<file path="config.mk">
export PLATFORM = sky130hd
export DESIGN_NAME = serial_paralelo_multilane
export DESIGN_NICKNAME = d
export VERILOG_FILES = /design/src/rtl/phy_rx_pkg.sv /design/src/rtl/sp_lane.sv /design/src/rtl/serial_paralelo_multilane.sv
export SDC_FILE = /design/constraint.sdc
export NUM_CORES = 1
export LEC_CHECK = 0
export ABC_AREA = 1
export BUFFER_PORTS_ARGS = -buffer_cell sky130_fd_sc_hd__buf_2
export CAP_MARGIN = 10
export CORE_MARGIN = 2
export CORE_UTILIZATION = 35
export DETAILED_ROUTE_END_ITERATION = 8
export GPL_ROUTABILITY_DRIVEN = 0
export REMOVE_ABC_BUFFERS = 1
export SETUP_SLACK_MARGIN = 0.1
export SKIP_CTS_REPAIR_TIMING = 1
export SLEW_MARGIN = 40
export SYNTH_ARGS = -nofsm -noshare
export SYNTH_HDL_FRONTEND = slang
export SYNTH_SLANG_ARGS = --single-unit
export TNS_END_PERCENT = 30
</file>
<file path="constraint.sdc">
create_clock -name clk_32f -period 1.55 [get_ports clk_32f]
set_input_delay 0 -clock clk_32f [delete_from_list [all_inputs] [get_ports clk_32f]]
set_output_delay 0 -clock clk_32f [all_outputs]
set_load 0.05 [all_outputs]
</file>
<file path="src/rtl/phy_rx_pkg.sv">
// Shared types and constants for the PHY RX serial-to-parallel path.
package phy_rx_pkg;

    typedef enum logic [1:0] {
        SEARCH = 2'd0,
        ALIGN  = 2'd1,
        ACTIVE = 2'd2
    } lane_state_t;

    localparam logic [7:0] COM_SYM_DEFAULT = 8'hBC;

    // Register width able to hold 0..n-1; never less than one bit.
    function automatic int cnt_width(input int n);
        return (n <= 2) ? 1 : $clog2(n);
    endfunction

endpackage

</file>
<file path="src/rtl/sp_lane.sv">
// One receive lane: bit-sliding COM search, symbol alignment, and
// registered parallel output with a one-cycle valid pulse per data symbol.
module sp_lane
    import phy_rx_pkg::*;
#(
    parameter int              BITS      = 8,
    parameter logic [BITS-1:0] COM_SYM   = BITS'(COM_SYM_DEFAULT),
    parameter int              COM_COUNT = 4
) (
    input  logic            clk_32f,
    input  logic            reset,
    input  logic            lane_en,
    input  logic            data_in,
    output logic [BITS-1:0] data_out,
    output logic            valid_out,
    output logic [1:0]      state_dbg,
    output logic [1:0]      state_nxt_dbg
);

    localparam int              BW       = cnt_width(BITS);
    localparam int              CW       = cnt_width(COM_COUNT + 1);
    localparam logic [BW-1:0]   LAST_BIT = BW'(BITS - 1);
    localparam logic [CW-1:0]   COM_MAX  = CW'(COM_COUNT);

    lane_state_t     state, state_nxt;
    logic [BITS-2:0] sr;
    logic [BITS-1:0] cand;
    logic [BW-1:0]   bit_cnt, bit_cnt_nxt;
    logic [CW-1:0]   com_cnt, com_cnt_nxt;
    logic [BITS-1:0] data_nxt;
    logic            valid_nxt;
    logic            clr, boundary, is_com;

    // A disabled lane behaves exactly as if it were held in reset.
    assign clr      = reset || !lane_en;
    assign cand     = {sr, data_in};
    assign is_com   = (cand == COM_SYM);
    assign boundary = (bit_cnt == LAST_BIT);

    always_comb begin
        state_nxt   = state;
        bit_cnt_nxt = bit_cnt;
        com_cnt_nxt = com_cnt;
        data_nxt    = data_out;
        valid_nxt   = 1'b0;
        if (clr) begin
            state_nxt   = SEARCH;
            bit_cnt_nxt = '0;
            com_cnt_nxt = '0;
            data_nxt    = '0;
        end else begin
            case (state)
                SEARCH: begin
                    if (is_com) begin
                        bit_cnt_nxt = '0;
                        com_cnt_nxt = CW'(1);
                        state_nxt   = (COM_COUNT == 1) ? ACTIVE : ALIGN;
                    end
                end
                ALIGN: begin
                    bit_cnt_nxt = boundary ? '0 : bit_cnt + 1'b1;
                    if (boundary) begin
                        if (is_com) begin
                            com_cnt_nxt = (com_cnt == COM_MAX) ? com_cnt : com_cnt + 1'b1;
                            if (com_cnt_nxt == COM_MAX) state_nxt = ACTIVE;
                        end else begin
                            // Alignment was false; slide again from the next bit.
                            state_nxt   = SEARCH;
                            com_cnt_nxt = '0;
                            bit_cnt_nxt = '0;
                        end
                    end
                end
                ACTIVE: begin
                    bit_cnt_nxt = boundary ? '0 : bit_cnt + 1'b1;
                    if (boundary && !is_com) begin
                        data_nxt  = cand;
                        valid_nxt = 1'b1;
                    end
                end
                default: state_nxt = SEARCH;
            endcase
        end
    end

    always_ff @(posedge clk_32f) begin
        if (clr) begin
            state     <= SEARCH;
            sr        <= '0;
            bit_cnt   <= '0;
            com_cnt   <= '0;
            data_out  <= '0;
            valid_out <= 1'b0;
        end else begin
            state     <= state_nxt;
            sr        <= cand[BITS-2:0];
            bit_cnt   <= bit_cnt_nxt;
            com_cnt   <= com_cnt_nxt;
            data_out  <= data_nxt;
            valid_out <= valid_nxt;
        end
    end

    assign state_dbg     = state;
    assign state_nxt_dbg = state_nxt;

endmodule

</file>
<file path="src/rtl/serial_paralelo_multilane.sv">
// N-lane serial-to-parallel receiver; lanes align independently on COM.
module serial_paralelo_multilane
    import phy_rx_pkg::*;
#(
    parameter int              LANES     = 2,
    parameter int              BITS      = 8,
    parameter logic [BITS-1:0] COM_SYM   = BITS'(COM_SYM_DEFAULT),
    parameter int              COM_COUNT = 4
) (
    input  logic                  clk_32f,
    input  logic                  reset,
    input  logic [LANES-1:0]      lane_en,
    input  logic [LANES-1:0]      data_in_SP,
    output logic [LANES*BITS-1:0] data_out,
    output logic [LANES-1:0]      valid_out,
    output logic [LANES-1:0]      active,
    output logic                  all_active
);

    logic [LANES-1:0] active_nxt;

    for (genvar l = 0; l < LANES; l++) begin : g_lane
        logic [1:0] st, st_nxt;

        sp_lane #(
            .BITS      (BITS),
            .COM_SYM   (COM_SYM),
            .COM_COUNT (COM_COUNT)
        ) u_lane (
            .clk_32f       (clk_32f),
            .reset         (reset),
            .lane_en       (lane_en[l]),
            .data_in       (data_in_SP[l]),
            .data_out      (data_out[l*BITS +: BITS]),
            .valid_out     (valid_out[l]),
            .state_dbg     (st),
            .state_nxt_dbg (st_nxt)
        );

        assign active[l]     = (st == ACTIVE);
        assign active_nxt[l] = (st_nxt == ACTIVE);
    end

    // Built from next-state so it moves on the same edge as the last lane.
    always_ff @(posedge clk_32f) begin
        if (reset) all_active <= 1'b0;
        else       all_active <= &active_nxt;
    end

endmodule
</file>
==> results of run 1 <==
-- per-stage QoR --
stage | setup WS (ps) | power [uW]
final | 35.9 | 2040
after detailed placement | 28.1 | 1340
after global routing | -167 | 2140
after CTS | 5.84 | 2070
after floorplan | -4.79 | 1320
after global placement | 80.2 | 1340
-- power breakdown --
group          switching (uW)  internal (uW)
sequential               1.39           1260
clock                     409            320
combinational            33.9           18.6
-- cell usage after synthesis --
master	instances	area, um^2
a31oi_1	1	6.26
clkinv_1	1	3.75
dfxtp_1	49	981
o21a_1	1	7.51
clkbuf_1	4	15.0
nand2_4	1	11.3
inv_2	13	48.8
o21ai_0	2	10.0
a21oi_4	1	16.3
nand3_2	2	20.0
or2_2	1	6.26
or2_0	1	6.26
nor2_2	5	31.3
o211a_1	1	10.0
nand2_2	4	25.0
a21o_1	1	7.51
nand2_1	39	146
nand4_1	5	31.3
buf_6	2	22.5
o21ai_1	25	125
nor2_1	31	116
nand3_1	20	100
inv_1	32	120
a211oi_1	3	22.5
ha_1	18	225
a21oi_1	26	130
buf_4	2	15.0
-- final cells by class --
cell class	instances	area (um^2)
multi-input combinational	188	1150
fill	670	3610
clock inverter	1	7.51
clock buffer	7	76.3
timing repair buffer	35	203
tap	77	96.3
sequential	49	990
inverter	46	180
-- flip-flops by register name (all words and copies together) (netlist names) --
register / flops
g_lane.u_lane.com_cnt: 6
all_active: 1
g_lane.u_lane.valid_out: 2
g_lane.u_lane.data_out: 16
g_lane.u_lane.bit_cnt: 6
g_lane.u_lane.sr: 14
g_lane.u_lane.state_dbg: 4
-- kinds of logic after synthesis --
group	Yosys count	synth area share [%]
AND/OR/NAND/NOR	109	21.9
adder cells (fa/ha/maj)	18	9.96
flip-flops	49	43.4
AO/OA/AOI/OAI	61	14.8
buffers and inverters	54	9.96
-- per-layer routing --
metal  GRT usage (%)  vias to the layer above
li1                -                     1005
met1            15.9                      837
met2            21.6                       22
met3            3.05                        2
met4            3.46                        0
met5               0                        -
-- tightest hold or removal path: stages --
cell	delay [ps]
buf_2	80
nand2_1	120
nor2_1	120
-- worst min-delay path by stage --
stage | from | endpoint
2_1_floorplan | data_in_SP[0] | g_lane[0].u_lane.sr[0]
3_3_place_gp | data_in_SP[0] | g_lane[0].u_lane.sr[0]
3_5_place_dp | data_in_SP[0] | g_lane[0].u_lane.sr[0]
4_1_cts | data_in_SP[0] | g_lane[0].u_lane.sr[0]
5_1_grt | lane_en[1] | g_lane[1].u_lane.com_cnt[1]
6_report | lane_en[1] | g_lane[1].u_lane.com_cnt[1]
==> impl_metrics.yaml, run 1 <==
run_status:
  status: "complete, no violations"
clock_tree:
  htreeDepth: 2
  cts_tree: "yes"
  clkSinkCount: 49
  clock_tree.buffer_depth: 2
  clkTransAtPathRegs_ps: 90
  cts-root-buf: "clkbuf_8"
  worstSkewPairLatency_ps: 290
  numCtsBuffers: 5
timing:
  grt_setup_unrepaired: "yes"
  fin_crit_ps: 1510
  slew_headroom_pct: 75.1
  hold_slack_ps: 68.8
  period_share_pct: 97.7
  setup_viol: 0
  hold_viol_final: 0
  fin_skew_ps: 8.29
  setup_tns_ps: 0
  fmax_ghz: 0.660
  worst_pin_slew_ps: 374
  report.final.slew_viol_count: 0
setup_path:
  cp_slowest_stage_delay_ps: 360
  path_max_fanout: 3
  worst-path-stages: 10
  critPathLaunchType: "flop"
  cp_num_buf_inv: 2
  end_kind: "flop"
  worstSetupStartpoint: "g_lane[0].u_lane.bit_cnt[0]"
  crit_slowest_cell: "dfxtp_2"
  path_class: "flop to flop"
  crit_chain: "ha_4 > ha_4 > inv_2 > or2_1 > nor2_2 > nand2_1 > nand2_1 > nand2_2 > buf_4 > a21oi_2"
  r2r_setup_slack_ps: 40
  reg2reg_depth: 10
  arrival_ps: 1750
  r2r_start: "g_lane[0].u_lane.bit_cnt[0]"
  path_delay_family: "simple AND/OR/NAND/NOR gates"
  cp.required_ps: 1790
  r2r_end: "g_lane[0].u_lane.state_dbg[1]"
  cp-endpoint: "g_lane[0].u_lane.state_dbg[1]"
routing:
  met2_length_um: 2050
  dr.max_layer_used: "met4"
  wl_um: 4310
  drtIter0Drc: 47
  wire_per_inst_um: 10.7
  drc: 0
  dr_wl_met3_um: 121
  vias: 1866
  viasPerCell: 4.63
  postRouteAntennaNets: 0
  drtPass1Iterations: 4
  wl_met1_um: 2100
floorplanning:
  fp.coreArea_um2: 6310
  start_util_pct: 35.8
  fp.dieH_um: 84.4
  ios: 27
  die_area_um2: 7120
  num_rows: 29
  die_w_um: 84.4
pwr:
  power.density_nw_per_um2: 757
  p_leak_uw: 0.00116
  ir_drop_mv: 0.423
global_route:
  overflow: 0
  grt_pass1_vias: 1763
  antenna_found_initial: 0
  grt_use_total_pct: 12.6
  grt_max_degree: 16
  grt_first_pass_wirelength_um: 7520
worst_hold_path:
  hp-class: "input pin to flop"
  min_path_cells: 3
layout:
  layout.nets: 349
  antenna_cells: 0
  area_growth_pct: 19.5
  final_cell_mix: "dfxtp_1 (42), nand2_1 (36), inv_1 (32)"
  stdcell_count: 403
  design_area_um2: 2700
  fin_util_pct: 42.8
  layout_commonest_cell: "dfxtp_1"
  drive_gt1_share_pct: 27.0
yosys:
  yosys_warnings: 0
  syn_avg_cell_area_um2: 7.77
  syn_inst: 291
  netlist_area_um2: 2260
  yosysUniqueCellTypes: 27
  ys_seq_area_share_pct: 43.4
  ys_ff_latch: 49
placed_design:
  io_buffers: 26
  dpl-instance-area_um2: 2470
  place_hpwl_um: 3090
  dp_cells: 391
job:
  max_cap_violations: 0
No activity file was read; power rests on OpenSTA's default activity.
==> inputs of run 2 (changes only) <==
--- a/config.mk
+++ b/config.mk
@@ -12,6 +12,8 @@
 export CORE_UTILIZATION = 35
 export DETAILED_ROUTE_END_ITERATION = 8
 export GPL_ROUTABILITY_DRIVEN = 0
+export GPL_TIMING_DRIVEN = 1
+export MAX_ROUTING_LAYER = met4
 export REMOVE_ABC_BUFFERS = 1
 export SETUP_SLACK_MARGIN = 0.1
 export SKIP_CTS_REPAIR_TIMING = 1
==> run 2 against run 1 <==
Effect of this change: clock power about the same; die area unchanged; worst setup slack hardly changed; clock-buffer cell count stayed put; final area is the same; sequential power hardly changed; cell count did not move; largest cell class unchanged; largest power group unchanged.
==> impl_metrics.yaml, run 2 (synthesized netlist as in run 1, its figures left out) <==
run_status:
  status: "complete, no violations"
setup_path:
  path_class: "flop to flop"
  cp_num_buf_inv: 2
  path_max_fanout: 3
  path_delay_family: "simple AND/OR/NAND/NOR gates"
  critPathLaunchType: "flop"
  cp.required_ps: 1790
  arrival_ps: 1750
  crit_slowest_cell: "dfxtp_2"
  end_kind: "flop"
  crit_chain: "ha_4 > ha_4 > inv_2 > or2_1 > nor2_2 > nand2_1 > nand2_1 > nand2_2 > buf_4 > a21oi_2"
  cp_slowest_stage_delay_ps: 360
floorplanning:
  ios: 27
  num_rows: 29
  start_util_pct: 35.8
  die_w_um: 84.4
  fp.coreArea_um2: 6310
  die_area_um2: 7120
  fp.dieH_um: 84.4
timing:
  setup_slack_ps: 36.0
  grt_setup_unrepaired: "yes"
  setup_tns_ps: 0
  fmax_ghz: 0.660
  period_share_pct: 97.7
  worst_pin_slew_ps: 374
  slew_headroom_pct: 75.1
  hold_viol_final: 0
  setup_viol: 0
  report.final.slew_viol_count: 0
  fin_skew_ps: 8.26
  fin_crit_ps: 1510
layout:
  stdcell_count: 403
  drive_gt1_share_pct: 27.0
  area_growth_pct: 19.5
  top_register: "g_lane.u_lane.data_out"
  layout_commonest_cell: "dfxtp_1"
  top_regs: "g_lane.u_lane.data_out (16), g_lane.u_lane.sr (14)"
  largest_reg_flops: 16
  layout.nets: 349
  final_cell_mix: "dfxtp_1 (42), nand2_1 (36), inv_1 (32)"
  antenna_cells: 0
routing:
  wire_per_inst_um: 10.7
  drc: 0
  drtPass1Iterations: 4
  drtIter0Drc: 47
  vias: 1866
  postRouteAntennaNets: 0
  viasPerCell: 4.63
  wl_um: 4310
global_route:
  grt_first_pass_wirelength_um: 7510
  antenna_found_initial: 0
  overflow: 0
  grt_pass1_vias: 1764
  grt_max_degree: 16
  grt_use_total_pct: 13.0
clock_tree:
  cts-root-buf: "clkbuf_8"
  numCtsBuffers: 5
  clkTransAtPathRegs_ps: 90
  htreeDepth: 2
  worstSkewPairLatency_ps: 290
  clock_tree.buffer_depth: 2
  clkSinkCount: 49
  cts_tree: "yes"
placed_design:
  place_hpwl_um: 3090
  io_buffers: 26
  dp_cells: 391
  preCtsSetupSlack_ps: 28.1
pwr:
  total_power_uw: 2040
  power.density_nw_per_um2: 757
  ir_drop_mv: 0.423
  p_leak_uw: 0.00116
worst_hold_path:
  hp-class: "input pin to flop"
job:
  max_cap_violations: 0
==> run 2: cell counts in the layout (fill, tap and decap cells not counted) <==
Identical to the previous run, type by type.
==> run 2: worst paths after layout <==
path	slack, ps	depth (start not counted)	endpoint	start
worst min-delay path	70	3	g_lane[1].u_lane.com_cnt[1]	lane_en[1]
worst min register to register	450	2	g_lane[0].u_lane.sr[6]	g_lane[0].u_lane.sr[5]
worst max-delay path	40	10	g_lane[0].u_lane.state_dbg[1]	g_lane[0].u_lane.bit_cnt[0]
worst max register to register	40	10	g_lane[0].u_lane.state_dbg[1]	g_lane[0].u_lane.bit_cnt[0]
==> run 2: cell type report <==
| class | count | area [um^2] |
|---|---|---|
| well taps | 77 | 96.3 |
| flip-flops and latches | 49 | 990 |
| inverters | 46 | 180 |
| fillers | 670 | 3610 |
| clock buffers | 7 | 76.3 |
| multi-input cells | 188 | 1150 |
| clock inverters | 1 | 7.51 |
| repair buffers | 35 | 203 |
==> run 2: where the power goes <==
group	switching (uW)	leakage (uW)	internal (uW)	total (uW)
logic	33.9	0.000727	18.6	52.5
registers	1.39	0.000398	1260	1260
clock network	409	0.0000385	320	729
==> run 2: per-layer routing <==
metal	global-route usage [%]	vias up	share of wire [%]	routed length, um
li1	-	1005	-	-
met1	15.9	837	49	2100
met2	21.6	22	48	2050
met5	-	-	0	0
met3	3.05	2	2.9	123
met4	3.46	0	0.74	32
==> run 2: worst min-delay path, cell delays in order <==
cell and delay, ps:
buf_2 80, nand2_1 120, nor2_1 120
==> run 2: stage by stage <==
stage | hold WS, ps | utilization, % | instance area, um^2
after floorplan | 124 | - | 2210
after global placement | 237 | 39.2 | 2470
after detailed placement | 242 | 39.2 | 2470
after CTS | -69.7 | 40.5 | 2560
after global routing | 89.3 | 42.8 | 2700
final | 68.8 | 42.8 | 2700
